--- src/rtl/lif_neuron_gen2.sv ---
// Leaky integrate-and-fire neuron: saturating integrate, runtime threshold, absolute refractory period.
// Latency: one cycle from an enabled step to the registered state/spike/refractory outputs.
// Backpressure: none; en=0 freezes the neuron. LIF_SPIKE_COUNT_EN adds a saturating spike_count port.
module lif_neuron_gen2 #(
    parameter int WIDTH         = 8,
    parameter int LEAK_SHIFT    = 1,
    parameter int REFRAC_CYCLES = 4
) (
    input  logic             clk,
    input  logic             reset,
    input  logic             en,
    input  logic [WIDTH-1:0] current,
    input  logic [WIDTH-1:0] threshold,
    output logic [WIDTH-1:0] state,
    output logic             spike,
`ifdef LIF_SPIKE_COUNT_EN
    output logic [15:0]      spike_count,
`endif
    output logic             refractory
);

    localparam int CW = (REFRAC_CYCLES > 0) ? $clog2(REFRAC_CYCLES + 1) : 1;

    typedef enum logic {INTEG = 1'b0, REFRAC = 1'b1} fsm_t;

    fsm_t             fsm_q, fsm_d;
    logic [WIDTH-1:0] state_q, state_d;
    logic [CW-1:0]    cnt_q, cnt_d;
    logic             spike_q, spike_d;

    logic [WIDTH:0]   sum;
    logic [WIDTH-1:0] ns;
    logic             fire;

    // Carry out of the WIDTH+1 bit sum means overflow: clamp to all-ones instead of wrapping.
    assign sum  = {1'b0, current} + {1'b0, state_q >> LEAK_SHIFT};
    assign ns   = sum[WIDTH] ? {WIDTH{1'b1}} : sum[WIDTH-1:0];
    assign fire = (ns >= threshold);

    always_comb begin
        fsm_d   = fsm_q;
        state_d = state_q;
        cnt_d   = cnt_q;
        spike_d = 1'b0;
        if (en) begin
            case (fsm_q)
                INTEG: begin
                    if (fire) begin
                        spike_d = 1'b1;
                        state_d = '0;
                        if (REFRAC_CYCLES > 0) begin
                            fsm_d = REFRAC;
                            cnt_d = CW'(REFRAC_CYCLES);
                        end
                    end else begin
                        state_d = ns;
                    end
                end
                REFRAC: begin
                    state_d = '0;
                    cnt_d   = cnt_q - CW'(1);
                    if (cnt_q == CW'(1)) begin
                        fsm_d = INTEG;
                    end
                end
                default: begin
                    fsm_d = INTEG;
                end
            endcase
        end
    end

    always_ff @(posedge clk) begin
        if (reset) begin
            fsm_q   <= INTEG;
            state_q <= '0;
            cnt_q   <= '0;
            spike_q <= 1'b0;
        end else begin
            fsm_q   <= fsm_d;
            state_q <= state_d;
            cnt_q   <= cnt_d;
            spike_q <= spike_d;
        end
    end

`ifdef LIF_SPIKE_COUNT_EN
    logic [15:0] spike_count_q;

    always_ff @(posedge clk) begin
        if (reset) begin
            spike_count_q <= '0;
        end else if (spike_d && (spike_count_q != 16'hFFFF)) begin
            spike_count_q <= spike_count_q + 16'd1;
        end
    end

    assign spike_count = spike_count_q;
`endif

    assign state      = state_q;
    assign spike      = spike_q;
    assign refractory = (fsm_q == REFRAC);

endmodule
--- config.mk ---
export PLATFORM = sky130hd
export DESIGN_NAME = lif_neuron_gen2
export DESIGN_NICKNAME = d
export VERILOG_FILES = /design/src/rtl/lif_neuron_gen2.sv
export SDC_FILE = /design/constraint.sdc
export NUM_CORES = 1
export LEC_CHECK = 0
export CAP_MARGIN = 40
export CORE_MARGIN = 1.5
export CORE_UTILIZATION = 50
export CTS_BUF_LIST = sky130_fd_sc_hd__clkbuf_8
export CTS_CLUSTER_DIAMETER = 30
export DETAILED_ROUTE_END_ITERATION = 12
export DONT_BUFFER_PORTS = 1
export GPL_ROUTABILITY_DRIVEN = 1
export SLEW_MARGIN = 20
export SYNTH_ARGS = -nofsm -noshare
export SYNTH_HDL_FRONTEND = slang
export SYNTH_SLANG_ARGS = --single-unit
--- constraint.sdc ---
create_clock -name clk -period 6.1 [get_ports clk]
set_input_delay 1.83 -clock clk [delete_from_list [all_inputs] [get_ports clk]]
set_output_delay 1.83 -clock clk [all_outputs]
set_load 0.05 [all_outputs]
==> flow_metrics.tcl, run 1 <==
set metrics [dict create \
    outcome "complete, no violations" \
    crit_chain "ha_1, fa_1, nand3_1, a211o_2, nand2_1, a21o_1, ha_1, a211oi_1, o21ai_0, a211oi_2, o21ai_0, a21oi_1" \
    gr-usage-met1_pct 24.8 \
    hpwl_mm 1.97 \
    ys.flop_type "dfxtp_1" \
    top_usage_layer "met2" \
    syn_inst 137 \
    ys_seq_area_share_pct 22.8 \
    cp-start-kind "input port" \
    critPathBufInv 0 \
    r2r_start "state[1]" \
    crit_type "in -> reg" \
    cts_tree "built" \
    totalWireLength_mm 2.41 \
    firstDrtPassIters 4 \
    synth_area_um2 1140 \
    slew_headroom_pct 55.2 \
    place_area_um2 1150 \
    overflow 0 \
    grt_use_total_pct 21.3 \
    power_density_nw_per_um2 273 \
    ys_types 42 \
    critPathMaxFanout 7 \
    grt_antenna_before_repair 0 \
    die_w_um 50.8 \
    grt_max_degree 14 \
    dr_total_vias 1000 \
    timing_hold_violations_final 0 \
    r2r_slack_ns 2.49 \
    area_delta_synth_final_pct 4.60 \
    drc 0 \
    clk_pin_slew_worst_paths_ns 0.06 \
    synth_nets 174 \
    vdd_drop_max_mv 0.179 \
    switchingPower_uw 134 \
    r2r-end "state[0]" \
    yosys_warnings 0 \
    rsz0062_at_grt "no" \
    cp.depth 12 \
    setup_viol 0 \
    antenna_left 0 \
    period_share_pct 74.3 \
    cts_setup_buffers 0 \
    p_leak_nw 0.567 \
    cts_resized 0 \
    period_needed_ns 4.53 \
    max_freq_mhz 221 \
    ctsHoldBuffers 0 \
    fp.dieH_um 50.8 \
    intPower_uw 192 \
    r2r_cells 12 \
    routabilityCongestion 0.698 \
    cts_buffer_depth 2 \
    finClkSkew_ns 0.00427 \
    cts-buffers-inserted 3 \
    cts_num_sinks 13 \
    use_met2_pct 37.5 \
    critPathMaxStageDelay_ns 0.47 \
    drive_above_1_share_pct 10.9 \
    portBuffers 0 \
    rows 17 \
    ctsHtreeMaxLevel 1 \
    tns_ns 0 \
    diodes 0 \
    vias_per_cell 6.02 \
    root_buffer "clkbuf_8" \
    p_seq_share_pct 40.7 \
    worst-slew-pin-transition_ns 0.672 \
    p_sw_share_pct 41.1 \
    synth_async_sr_flop_share_pct 0 \
    cpLargestDelayFamily "compound AO/OA/AOI/OAI gates" \
    final_area_um2 1190 \
    synth_edf_count 0 \
    wire_per_inst_um 14.5 \
    fin_nets 176 \
    drtIter0Drc 10 \
    clockPowerShare_pct 23.3 \
    design.core.area_um2 2190 \
    critPathArrivalTime_ns 4.71 \
    final-max-slew-violation-count 0 \
    ios 29 \
    grt_first_pass_wirelength_mm 4.00 \
    startpoint "current[0]" \
    ys_ff_latch 13 \
    hold_path_class "reg -> reg" \
    endpoint "state[0]" \
    required_ns 6.28 \
    crit_path_end_kind "flop" \
    grt_pass1_vias 954 \
    synth.avg_cell_area_um2 8.34 \
    clk_latency_ns 0.24 \
    crit_slowest_cell "a211oi_2" \
    num-fill-cells 228 \
    initial_core_util_pct 52.1 \
    dieArea_um2 2580 \
    combPwrFrac_pct 36.0 \
    grtUsageMet3_pct 3.27 \
    cap_violations 0 \
]
==> layout by cell type (no fill, tap or decap), types with 2 or more instances in the layout <==
cell / count
nor3_1: 2
and3_1: 3
a211oi_2: 2
ha_1: 17
nand2_1: 7
nand3_1: 6
dfxtp_1: 13
o21ai_0: 11
a21o_2: 2
o21a_1: 2
inv_1: 13
a31o_2: 2
a211oi_1: 4
a21o_1: 3
a211o_2: 2
a22oi_1: 3
clkbuf_8: 3
a21oi_1: 9
nor2_1: 12
==> power groups by stage <==
stage	Sequential (mW)	Clock, mW	Combinational, mW
after floorplan	0.132	0	0.0995
after global placement	0.135	0	0.115
after detailed placement	0.135	0	0.117
after CTS	0.133	0.0786	0.118
after global routing	0.135	0.0825	0.136
final	0.133	0.0762	0.117
==> stage by stage <==
step	hold slack, ns	power, mW	setup slack, ns	util, %	instances
floorplan	0.450	0.231	1.74	-	137
global placement	0.458	0.250	1.40	52.4	162
CTS	0.478	0.329	1.58	54.5	166
detailed placement	0.470	0.252	1.32	52.4	162
finish	0.474	0.327	1.57	54.5	166
global route	0.520	0.353	1.29	54.5	166
==> layer usage <==
metal | vias up | wire length [um]
li1 | 514 | -
met1 | 464 | 1090
met2 | 18 | 1210
met3 | 4 | 67
met4 | 0 | 44
met5 | - | 0
==> sequential cells by signal (all words and copies together) (netlist names) <==
register    count
spike           1
refractory      1
state           8
cnt_q           3
==> cell usage after synthesis (all sizes together), types with 3 or more instances <==
master | instances | area share (%)
a211o | 3 | 2.5
a211oi | 6 | 4.8
a21o | 5 | 3.5
a21oi | 9 | 3.9
a22oi | 3 | 2.0
and3 | 3 | 1.6
dfxtp | 13 | 23
ha | 17 | 19
inv | 13 | 4.3
nand2 | 7 | 2.3
nand3 | 6 | 2.6
nor2 | 12 | 3.9
o21ai | 12 | 5.3
==> worst reg2reg max path, delay by kind of cell, from the launching register on <==
kind                     cells  cell delay, ns
AO/OA/AOI/OAI                7            1.74
adder cells (fa/ha/maj)      3            0.85
flip-flops                   1            0.65
AND/OR/NAND/NOR              2            0.29
==> how the worst min path moves through the flow <==
| stage | cells after the start | start | to |
|---|---|---|---|
| 2_1_floorplan | 2 | cnt_q[1] | cnt_q[1] |
| 3_3_place_gp | 2 | cnt_q[1] | cnt_q[1] |
| 3_5_place_dp | 2 | cnt_q[1] | cnt_q[1] |
| 4_1_cts | 2 | cnt_q[1] | cnt_q[1] |
| 5_1_grt | 2 | cnt_q[1] | cnt_q[1] |
| 6_report | 2 | cnt_q[1] | cnt_q[1] |
==> cells by family (layout without fill, tap and decap cells) <==
group / count (synthesis) / count (layout) / synth area share (%)
AO/OA/AOI/OAI: 52 / 52 / 33.7
buffers and inverters: 16 / 17 / 6.79
XOR/XNOR: 1 / 1 / 0.767
flip-flops: 13 / 13 / 22.8
adder cells (fa/ha/maj): 18 / 18 / 20.4
AND/OR/NAND/NOR: 37 / 37 / 15.6
==> final cells by class <==
class / instances / area, um^2 / area share (%)
well taps: 28 / 35.0 / 2.93
clock inverters: 1 / 5.00 / 0.419
inverters: 13 / 48.8 / 4.08
multi-input cells: 108 / 805 / 67.3
clock buffers: 3 / 41.3 / 3.46
flip-flops and latches: 13 / 260 / 21.8
Power figures use the tool's default switching activity.
==> run 2, diff against run 1 <==
==> constraint.sdc (replaced) <==
create_clock -name clk -period 4.31 [get_ports clk]
set_input_delay 1.293 -clock clk [delete_from_list [all_inputs] [get_ports clk]]
set_output_delay 1.293 -clock clk [all_outputs]
set_load 0.05 [all_outputs]
==> run 2 against run 1 <==
Final area grew 1.8%. Clock power up 40%. Count of clock-buffer cells in the layout stayed put. Hold slack worse by 0.0067 ns. Die area is the same. Routed wire length up 3.7%. Combinational power up 59%. Register-to-register slack lost 1.8 ns.
==> flow_metrics.tcl, run 2 (same netlist as run 1, synthesis figures left out) <==
set metrics [dict create \
    crit_chain "ha_1, fa_1, nand3_1, a211o_2, nand2_1, a21o_1, ha_1, a211oi_1, o21ai_0, a211oi_2, o21ai_0, a21oi_1" \
    clk_latency_ns 0.25 \
    crit_slowest_cell "a211oi_2" \
    cts-buffers-inserted 3 \
    drive_above_1_share_pct 12.1 \
    final_area_um2 1220 \
    place_area_um2 1170 \
    area_delta_synth_final_pct 6.46 \
    r2r_cells 11 \
    drc 0 \
    ios 29 \
    grt_max_degree 14 \
    setup_viol 0 \
    cts_num_sinks 13 \
    final-max-slew-violation-count 0 \
    r2r_slack_ns 0.74 \
    ctsHoldBuffers 0 \
    startpoint "current[0]" \
    drtIter0Drc 15 \
    layout_commonest_cell "ha_1" \
    overflow 0 \
    critPathMaxStageDelay_ns 0.43 \
    crit_type "in -> reg" \
    worst-slew-pin-transition_ns 0.667 \
    dieArea_um2 2580 \
    routabilityCongestion 0.843 \
    ctsHtreeMaxLevel 1 \
    clk_pin_slew_worst_paths_ns 0.06 \
    required_ns 4.49 \
    antenna_left 0 \
    portBuffers 0 \
    die_w_um 50.8 \
    timing_hold_violations_final 0 \
    dr_total_vias 1048 \
    grt_antenna_before_repair 0 \
    cp-start-kind "input port" \
    hold_depth 2 \
    finClkSkew_ns 0.0101 \
    period_needed_ns 4.04 \
    wire_per_inst_um 14.8 \
    num-fill-cells 222 \
    totalWireLength_mm 2.50 \
    initial_core_util_pct 52.1 \
    design.core.area_um2 2190 \
    rows 17 \
    max_freq_mhz 247 \
    cap_violations 0 \
    power_density_nw_per_um2 384 \
    r2r-end "state[0]" \
    hpwl_mm 2.03 \
    slew_headroom_pct 55.5 \
    fp.dieH_um 50.8 \
    setup_ws_ns 0.265 \
    fin_nets 179 \
    period_share_pct 93.8 \
    min_to "cnt_q[1]" \
    outcome "complete, no violations" \
    largest_reg_flops 8 \
    cts_setup_buffers 0 \
    diodes 0 \
    vias_per_cell 6.20 \
    grt_use_total_pct 21.9 \
    critPathMaxFanout 7 \
    hold_path_class "reg -> reg" \
    grt_first_pass_wirelength_mm 4.27 \
    layout.cells.non_filler 169 \
    p_leak_nw 0.584 \
    dp.cells 165 \
    cts_resized 0 \
    rsz0062_at_grt "no" \
    fin_hold_ws_ns 0.467 \
    cts_tree "built" \
    cts_buffer_depth 2 \
    critPathArrivalTime_ns 4.22 \
    r2r_start "state[6]" \
    firstDrtPassIters 6 \
    final_cell_mix "ha_1, inv_1, dfxtp_1, nor2_1, o21ai_0" \
    grt_pass1_vias 1014 \
    crit_path_end_kind "flop" \
    pre_cts_ws_ns -0.0153 \
    root_buffer "clkbuf_8" \
    hp-start "cnt_q[1]" \
    vdd_drop_max_mv 0.208 \
]
run 2: changes by cell type in the layout (fill, tap and decap cells not counted), sizes merged:
cell	delta
inv	+1
clkinv	-1
buf	+3
run 2: stage by stage:
step	util, %	TNS (ns)	power [mW]
after global routing	55.5	0	0.507
after global placement	53.5	0	0.359
after floorplan	-	0	0.327
final	55.5	0	0.467
after detailed placement	53.5	-0.0153	0.363
after CTS	55.5	0	0.470
run 2: final cells by class:
class	instances	area [um^2]	share of cell area, %
Clock inverter	1	3.75	0.309
Tap cell	28	35.0	2.88
Inverter	13	48.8	4.01
Sequential cell	13	260	21.4
Clock buffer	3	41.3	3.40
Multi-Input combinational cell	108	805	66.2
Timing Repair Buffer	3	22.5	1.85
run 2: worst max-delay path by stage:
| stage | to |
|---|---|
| floorplan | state[0] |
| global placement | state[0] |
| detailed placement | state[0] |
| CTS | state[0] |
| global route | state[0] |
| finish | state[0] |
run 2: power breakdown:
group	switching, mW	internal, mW	leakage [nW]
Sequential	0.0390	0.135	0.106
Clock	0.0441	0.0628	0.0269
Combinational	0.108	0.0777	0.451
Total	0.192	0.275	0.584
run 2: worst max-delay path: cells and delay by family:
kind,cells,cell delay (ns)
fa+ha+maj,3,0.94
simple gates,2,0.29
compound gates,7,1.70
run 2: routing by layer:
layer,share of wire (%),GRT usage (%)
met5,0,0
met1,43,25.3
met4,1.1,6.76
met2,52,39.7
met3,3.5,4.76
==> run 3, diff against run 2 <==
--- a/config.mk
+++ b/config.mk
@@ -7,12 +7,13 @@
 export LEC_CHECK = 0
 export CAP_MARGIN = 40
 export CORE_MARGIN = 1.5
-export CORE_UTILIZATION = 50
+export CORE_UTILIZATION = 65
 export CTS_BUF_LIST = sky130_fd_sc_hd__clkbuf_8
 export CTS_CLUSTER_DIAMETER = 30
 export DETAILED_ROUTE_END_ITERATION = 12
 export DONT_BUFFER_PORTS = 1
 export GPL_ROUTABILITY_DRIVEN = 1
+export PLACE_DENSITY = 0.81
 export SLEW_MARGIN = 20
 export SYNTH_ARGS = -nofsm -noshare
 export SYNTH_HDL_FRONTEND = slang
==> run 3 against run 2 <==
Maximum frequency is 1.0% higher. Power rose by 1.3%. Core utilization is 21 points higher. Count of clock-buffer cells in the layout unchanged. Sequential power down 2%. Sequential cell count did not move. Highest routed layer unchanged.
==> flow_metrics.tcl, run 3 (same netlist as run 1, synthesis figures left out) <==
set metrics [dict create \
    grt_antenna_before_repair 0 \
    dieArea_um2 2020 \
    root_buffer "clkbuf_8" \
    hpwl_mm 2.00 \
    drive_above_1_share_pct 12.7 \
    cts_num_sinks 13 \
    ctsHoldBuffers 0 \
    overflow 0 \
    period_share_pct 92.9 \
    vdd_drop_max_mv 0.270 \
    finClkSkew_ns 0.00511 \
    totalWireLength_mm 2.54 \
    cts_setup_buffers 0 \
    grt_max_degree 14 \
    cts_tree "built" \
    final_cell_mix "ha_1, inv_1, dfxtp_1, nor2_1, o21ai_0" \
    largest_reg_flops 8 \
    crit_chain "ha_1, fa_1, nand3_1, a211o_2, nand2_1, a21o_1, ha_1, a211oi_1, o21ai_0, a211oi_2, o21ai_0, a21oi_1" \
    cp-start-kind "input port" \
    vias_per_cell 6.54 \
    setup_viol 0 \
    wire_per_inst_um 16.1 \
    critPathMaxFanout 7 \
    final-max-slew-violation-count 0 \
    outcome "complete, no violations" \
    crit_path_end_kind "flop" \
    place_area_um2 1160 \
    timing_hold_violations_final 0 \
    dr_total_vias 1034 \
    fin_nets 180 \
    crit_slowest_cell "a211oi_2" \
    design.core.area_um2 1580 \
    final_area_um2 1210 \
    antenna_left 0 \
    cts_buffer_depth 2 \
    tns_ns 0 \
    die_w_um 44.9 \
    layout.cells.non_filler 158 \
    area_delta_synth_final_pct 5.81 \
    rsz0062_at_grt "no" \
    drtIter0Drc 22 \
    totalPowerFinal_uw 473 \
    drc 0 \
    clk_latency_ns 0.25 \
    layout_commonest_cell "ha_1" \
    cts-buffers-inserted 3 \
    firstDrtPassIters 4 \
    slew_headroom_pct 54.9 \
    grt_pass1_vias 1032 \
    dp.cells 154 \
    grt_first_pass_wirelength_mm 4.18 \
    ctsHtreeMaxLevel 1 \
    portBuffers 0 \
    critPathMaxStageDelay_ns 0.47 \
    hold_path_class "reg -> reg" \
    cap_violations 0 \
    routabilityCongestion 0.821 \
    max_freq_mhz 250 \
    crit_type "in -> reg" \
    clk_pin_slew_worst_paths_ns 0.06 \
    diodes 0 \
    grt_use_total_pct 28.2 \
    period_needed_ns 4.00 \
    fp.dieH_um 44.9 \
    critPathArrivalTime_ns 4.18 \
    power_density_nw_per_um2 391 \
    ios 29 \
    initial_core_util_pct 72.5 \
    required_ns 4.49 \
    worst-slew-pin-transition_ns 0.676 \
    rows 14 \
    p_leak_nw 0.590 \
    cts_resized 0 \
]
run 3: report_power, final:
| group | internal (mW) | switching, mW | total, mW |
|---|---|---|---|
| registers | 0.135 | 0.0354 | 0.170 |
| clock network | 0.0630 | 0.0448 | 0.108 |
| logic | 0.0799 | 0.115 | 0.195 |
run 3: final timing paths:
path,to,start,cells past startpoint,slack [ns]
hold / removal,cnt_q[1],cnt_q[1],2,0.48
hold reg to reg,cnt_q[1],cnt_q[1],2,0.48
setup / recovery,state[0],current[0],12,0.31
setup reg to reg,state[0],state[6],11,0.76
run 3: cell type report:
type                    count  area, um^2
clock buffers               3        41.3
clock inverters             1        3.75
fillers                   127         368
inverters                  13        48.8
multi-input cells         108         805
flip-flops and latches     13         260
well taps                  16        20.0
repair buffers              4        30.0
run 3: per-stage QoR:
step	hold slack (ns)	utilization, %	setup slack [ns]
global route	0.490	76.7	0.00442
CTS	0.481	76.7	0.330
floorplan	0.450	-	0.484
finish	0.480	76.7	0.307
global placement	0.457	73.8	0.200
detailed placement	0.471	73.8	0.0728
run 3: worst max-delay path: cells and delay by family:
kind	cells	cell delay [ns]
AO/OA/AOI/OAI	7	1.65
adder cells (fa/ha/maj)	3	0.98
AND/OR/NAND/NOR	2	0.26
run 3: routing by layer:
metal  part of all wire (%)  GRT usage, %
met1                     41          32.1
met2                     53          53.1
met3                    4.8          2.80
met4                    1.6          10.6
met5                      0             0
==> edit 1, RTL diff (settings of run 1) <==
Register the output `refractory`, without a reset; this adds one clock of latency there. The other outputs are not delayed to match. Comments in the files are not updated.
--- a/src/rtl/lif_neuron_gen2.sv
+++ b/src/rtl/lif_neuron_gen2.sv
@@ -101,5 +101,7 @@
     assign state      = state_q;
     assign spike      = spike_q;
-    assign refractory = (fsm_q == REFRAC);
+    always_ff @(posedge clk) begin
+        refractory <= (fsm_q == REFRAC);
+    end
 
 endmodule
Formal check against the unedited RTL: not equivalent (a bounded check fails within 4 cycles, from zero or initial values and one cycle with reset high).
==> edit 1 against run 1 <==
Wire length is 3.7% higher; register-to-register slack got worse by 30 ps; total power grew 1.0%; sequential share of layout area rose by 1.4 points; final area up 1.3%; area after synthesis up 1.8%; worst setup slack lost 26 ps; global-route usage hardly changed; via count grew 3.6%; sequential cell count grew 1; critical path type unchanged; largest cell class unchanged; highest routed layer unchanged.
==> edit 1: results (changes against run 1) <==
[synthesis]
synth_fp_nets=175  ; was 174
yosysSeqAreaShare_pct=24.1  ; was 22.8%
async_reset_ff_share_pct=0  ; unchanged
yosysWarnings=0  ; unchanged
synth.area.top_cells=dfxtp_1 24%, ha_1 18%, o21ai_0 4.7%  ; was dfxtp_1 23%, ha_1 19%, o21ai_0 4.8%
synthTopCellsByCount=17 x ha_1, 14 x dfxtp_1, 13 x inv_1  ; was 17 x ha_1, 13 x dfxtp_1, 13 x inv_1
synth_cell_type_count=42  ; unchanged

[worst_hold_path]
hold_class=flop to flop  ; unchanged
min_path_cells=0  ; was 2

[clock_network]
cts_setup_buffers=0  ; unchanged
ctsLongestPathBuffers=2  ; unchanged
root_buffer=clkbuf_8  ; unchanged
cts_buffers=3  ; unchanged
clock_latency_ps=240  ; about the same
clk_pin_slew_ps=50
htree_levels=1  ; unchanged
post_cts_resize_count=0  ; unchanged

[worst_setup_path]
slowest_delay_ps=470  ; about the same
crit_slowest_cell=a211oi_2  ; unchanged
rr_worst_depth=12  ; unchanged
crit_family=compound AO/OA/AOI/OAI gates  ; unchanged
arrival_ps=4730  ; was 4710 ps
crit_fanout=7  ; unchanged

[drt]
via_count=1036  ; was 1000
wl_mm=2.50  ; was 2.41 mm
drt-initial-drc-count=21  ; was 10
first_pass_iters=4  ; unchanged

[outcome]
status=finished, final reports clean  ; unchanged

[place]
place_hpwl_mm=2.04  ; was 1.97 mm
postPlaceCellArea_um2=1170  ; was 1150 µm²
numPortBuffers=0  ; unchanged
gp_congestion=0.758  ; was 0.698
dpl_worst_slack_ps=1280  ; was 1320 ps

[timing]
finalHoldViolations=0  ; unchanged
slew_headroom_pct=58.4  ; was 55.2%
finClkSkew_ps=2.68  ; was 4.27 ps

[global_routing]
grt_pass1_wl_mm=4.25  ; was 4.00 mm
grt_pass1_vias=1006  ; was 954
grt_max_degree=14  ; unchanged
antenna_found_initial=0  ; unchanged
grt_usage_pct=21.3  ; about the same
overflow=0  ; unchanged

[finish]
layout-drive-gt1-share_pct=10.1  ; was 10.9%
n_fill_cell=219  ; was 228
largest_register_ffs=8  ; unchanged
antenna_cells=0  ; unchanged

[power_and_ir_drop]
peakVddDrop_v=0.000164  ; was 0.000179 V
swShare_pct=39.8  ; was 41.1%
power_leakage_uw=0.000571  ; was 0.000567 µW

==> edit 1: worst paths after layout <==
check                         from               endpoint  slack, ps
max reg2reg  state[1]$_SDFFE_PP0P_  state[0]$_SDFFE_PP0P_       2460
min             fsm_q$_SDFFE_PP0P_     refractory$_DFF_P_        440
max                     current[0]  state[0]$_SDFFE_PP0P_       1540
min reg2reg     fsm_q$_SDFFE_PP0P_     refractory$_DFF_P_        440
==> edit 1: routing by layer <==
layer  global-route usage [%]  share of wire, %  vias up
met5                        0                 0        -
met4                     7.46              0.40        0
met3                     3.51               3.2        2
met2                     37.7                50       18
met1                     25.9                46      503
li1                         -                 -      513
==> edit 1: cell families (layout without fill, tap and decap cells) <==
logic type	count (synthesis)	in the layout	share of synthesized area, %
fa+ha+maj	18	18	20.0
buf+inv	16	16	6.67
flops	14	14	24.1
simple gates	37	37	15.3
compound gates	52	52	33.2
xor+xnor	1	1	0.754
==> edit 1: area by class of cell <==
cell class | count | share of cell area (%)
tap | 28 | 2.90
sequential | 14 | 23.2
multi-input combinational | 108 | 66.5
inverter | 13 | 4.03
clock buffer | 3 | 3.41
==> edit 1: stage by stage <==
stage | util (%) | std cells | hold slack, ps
after CTS | 54.7 | 166 | 451
final | 54.7 | 166 | 443
after global routing | 54.7 | 166 | 474
after floorplan | - | 138 | 394
after global placement | 52.8 | 163 | 432
after detailed placement | 52.8 | 163 | 435
==> edit 1: power groups by stage <==
stage          logic, µW  registers, µW  clock network (µW)
6_report             118            141                71.6
5_1_grt              138            142                78.5
4_1_cts              119            141                74.7
3_5_place_dp         118            143                   0
3_3_place_gp         115            142                   0
2_1_floorplan       99.5            140                   0
==> edit 2, RTL diff (config.mk and constraints of run 1) <==
Made on the original files. Build with the macro `LIF_SPIKE_COUNT_EN` defined.
--- a/src/rtl/lif_neuron_gen2.sv
+++ b/src/rtl/lif_neuron_gen2.sv
@@ -2,4 +2,6 @@
 // Latency: one cycle from an enabled step to the registered state/spike/refractory outputs.
 // Backpressure: none; en=0 freezes the neuron. LIF_SPIKE_COUNT_EN adds a saturating spike_count port.
+`define LIF_SPIKE_COUNT_EN
+
 module lif_neuron_gen2 #(
     parameter int WIDTH         = 8,
Formal check against the unedited RTL (old outputs only; new: spike_count): equivalent (Yosys induction, for registers that start in step).
==> edit 2 against run 1 <==
Total power rose by 72%; fmax is 9.8% lower; largest power group unchanged; final cell count grew 61%; sequential cell count is 16 higher; count of clock-buffer cells in the layout is 2 higher; area after synthesis rose by 59%; highest routed layer unchanged; worst hold slack better by 5.0 ps; final area grew 63%; largest cell class unchanged; first-iteration DRC count grew to 6.6 times the old value; wire length increased by 62%; worst setup slack got worse by 490 ps.
==> edit 2: results (changes against run 1) <==
[global_routing]
use_met3_pct=7.14  ; was 3.27%
met1_usage_pct=25.6  ; was 24.8%
use_met2_pct=30.7  ; was 37.5%
grt_usage_pct=19.9  ; was 21.3%
grt_max_degree=30  ; was 14
grt_pass1_wl_mm=6.41  ; was 4.00 mm
grt_pass1_vias=1433  ; was 954

[finish]
layout-drive-gt1-share_pct=6.31  ; was 10.9%
n_fill_cell=343  ; was 228
final_nets=259  ; was 176
largest_register_ffs=16  ; was 8

[power_and_ir_drop]
power_leakage_uw=0.000808  ; was 0.000567 µW
peakVddDrop_v=0.000191  ; was 0.000179 V
swShare_pct=38.7  ; was 41.1%
pwr-share-comb_pct=26.5  ; was 36.0%

[outcome]
status=finished, final reports clean  ; unchanged

[timing]
finClkSkew_ps=3.47  ; was 4.27 ps
hold_slack_ps=479  ; was 474 ps
period_minus_slack_ps=5020  ; was 4530 ps

[drt]
wl_met3_um=265  ; was 67 µm
via_per_inst=5.84  ; was 6.02
dr_wl_met2_mm=1.72  ; was 1.21 mm
drt-initial-drc-count=66  ; was 10

[synthesis]
synth.area.top_cells=dfxtp_1 32%, ha_1 12%, nor2_1 4.9%  ; was dfxtp_1 23%, ha_1 19%, o21ai_0 4.8%
synth_cell_type_count=43  ; was 42
synthTopCellsByCount=29 x dfxtp_1, 24 x nor2_1, 19 x inv_1  ; was 17 x ha_1, 13 x dfxtp_1, 13 x inv_1
yosysSeqAreaShare_pct=31.9  ; was 22.8%

[worst_setup_path]
crit_slowest_cell=a21oi_1  ; was a211oi_2
arrival_ps=5190  ; was 4710 ps
r2r_slack_ps=1920  ; was 2490 ps
rr_worst_depth=13  ; was 12
crit_fanout=17  ; was 7

[worst_hold_path]
min_path_cells=1  ; was 2
holdPathEnd=cnt_q[0]$_SDFFE_PP0P_  ; was cnt_q[1]$_SDFFE_PP0P_
hold_start=cnt_q[0]$_SDFFE_PP0P_  ; was cnt_q[1]$_SDFFE_PP0P_

[place]
dpl_worst_slack_ps=797  ; was 1320 ps
place_hpwl_mm=3.01  ; was 1.97 mm
gp_congestion=0.872  ; was 0.698

[clock_network]
clock_latency_ps=280  ; was 240 ps

edit 2: metrics by stage:
stage                     cell area (µm²)  std cells  utilization [%]  total power (µW)
after floorplan                      1820        219                -               387
after global placement               1860        260             54.4               413
after detailed placement             1860        260             54.4               417
after CTS                            1940        268             56.8               569
after global routing                 1940        268             56.8               600
final                                1940        268             56.8               563
edit 2: area by class of cell:
class / instances / area share, %
Inverter: 19 / 3.67
Clock buffer: 5 / 3.54
Sequential cell: 29 / 29.9
Multi-Input combinational cell: 166 / 59.2
Clock inverter: 3 / 0.709
Tap cell: 46 / 2.96
edit 2: cell families after synthesis:
group | Yosys count | synth area share (%)
adders and majority gates | 19 | 13.5
muxes | 5 | 3.02
DFF | 29 | 31.9
AOI/OAI and AO/OA | 60 | 22.3
xor gates and xnor gates | 7 | 3.37
and+or+nand+nor | 75 | 20.9
buffers and inverters | 24 | 5.01
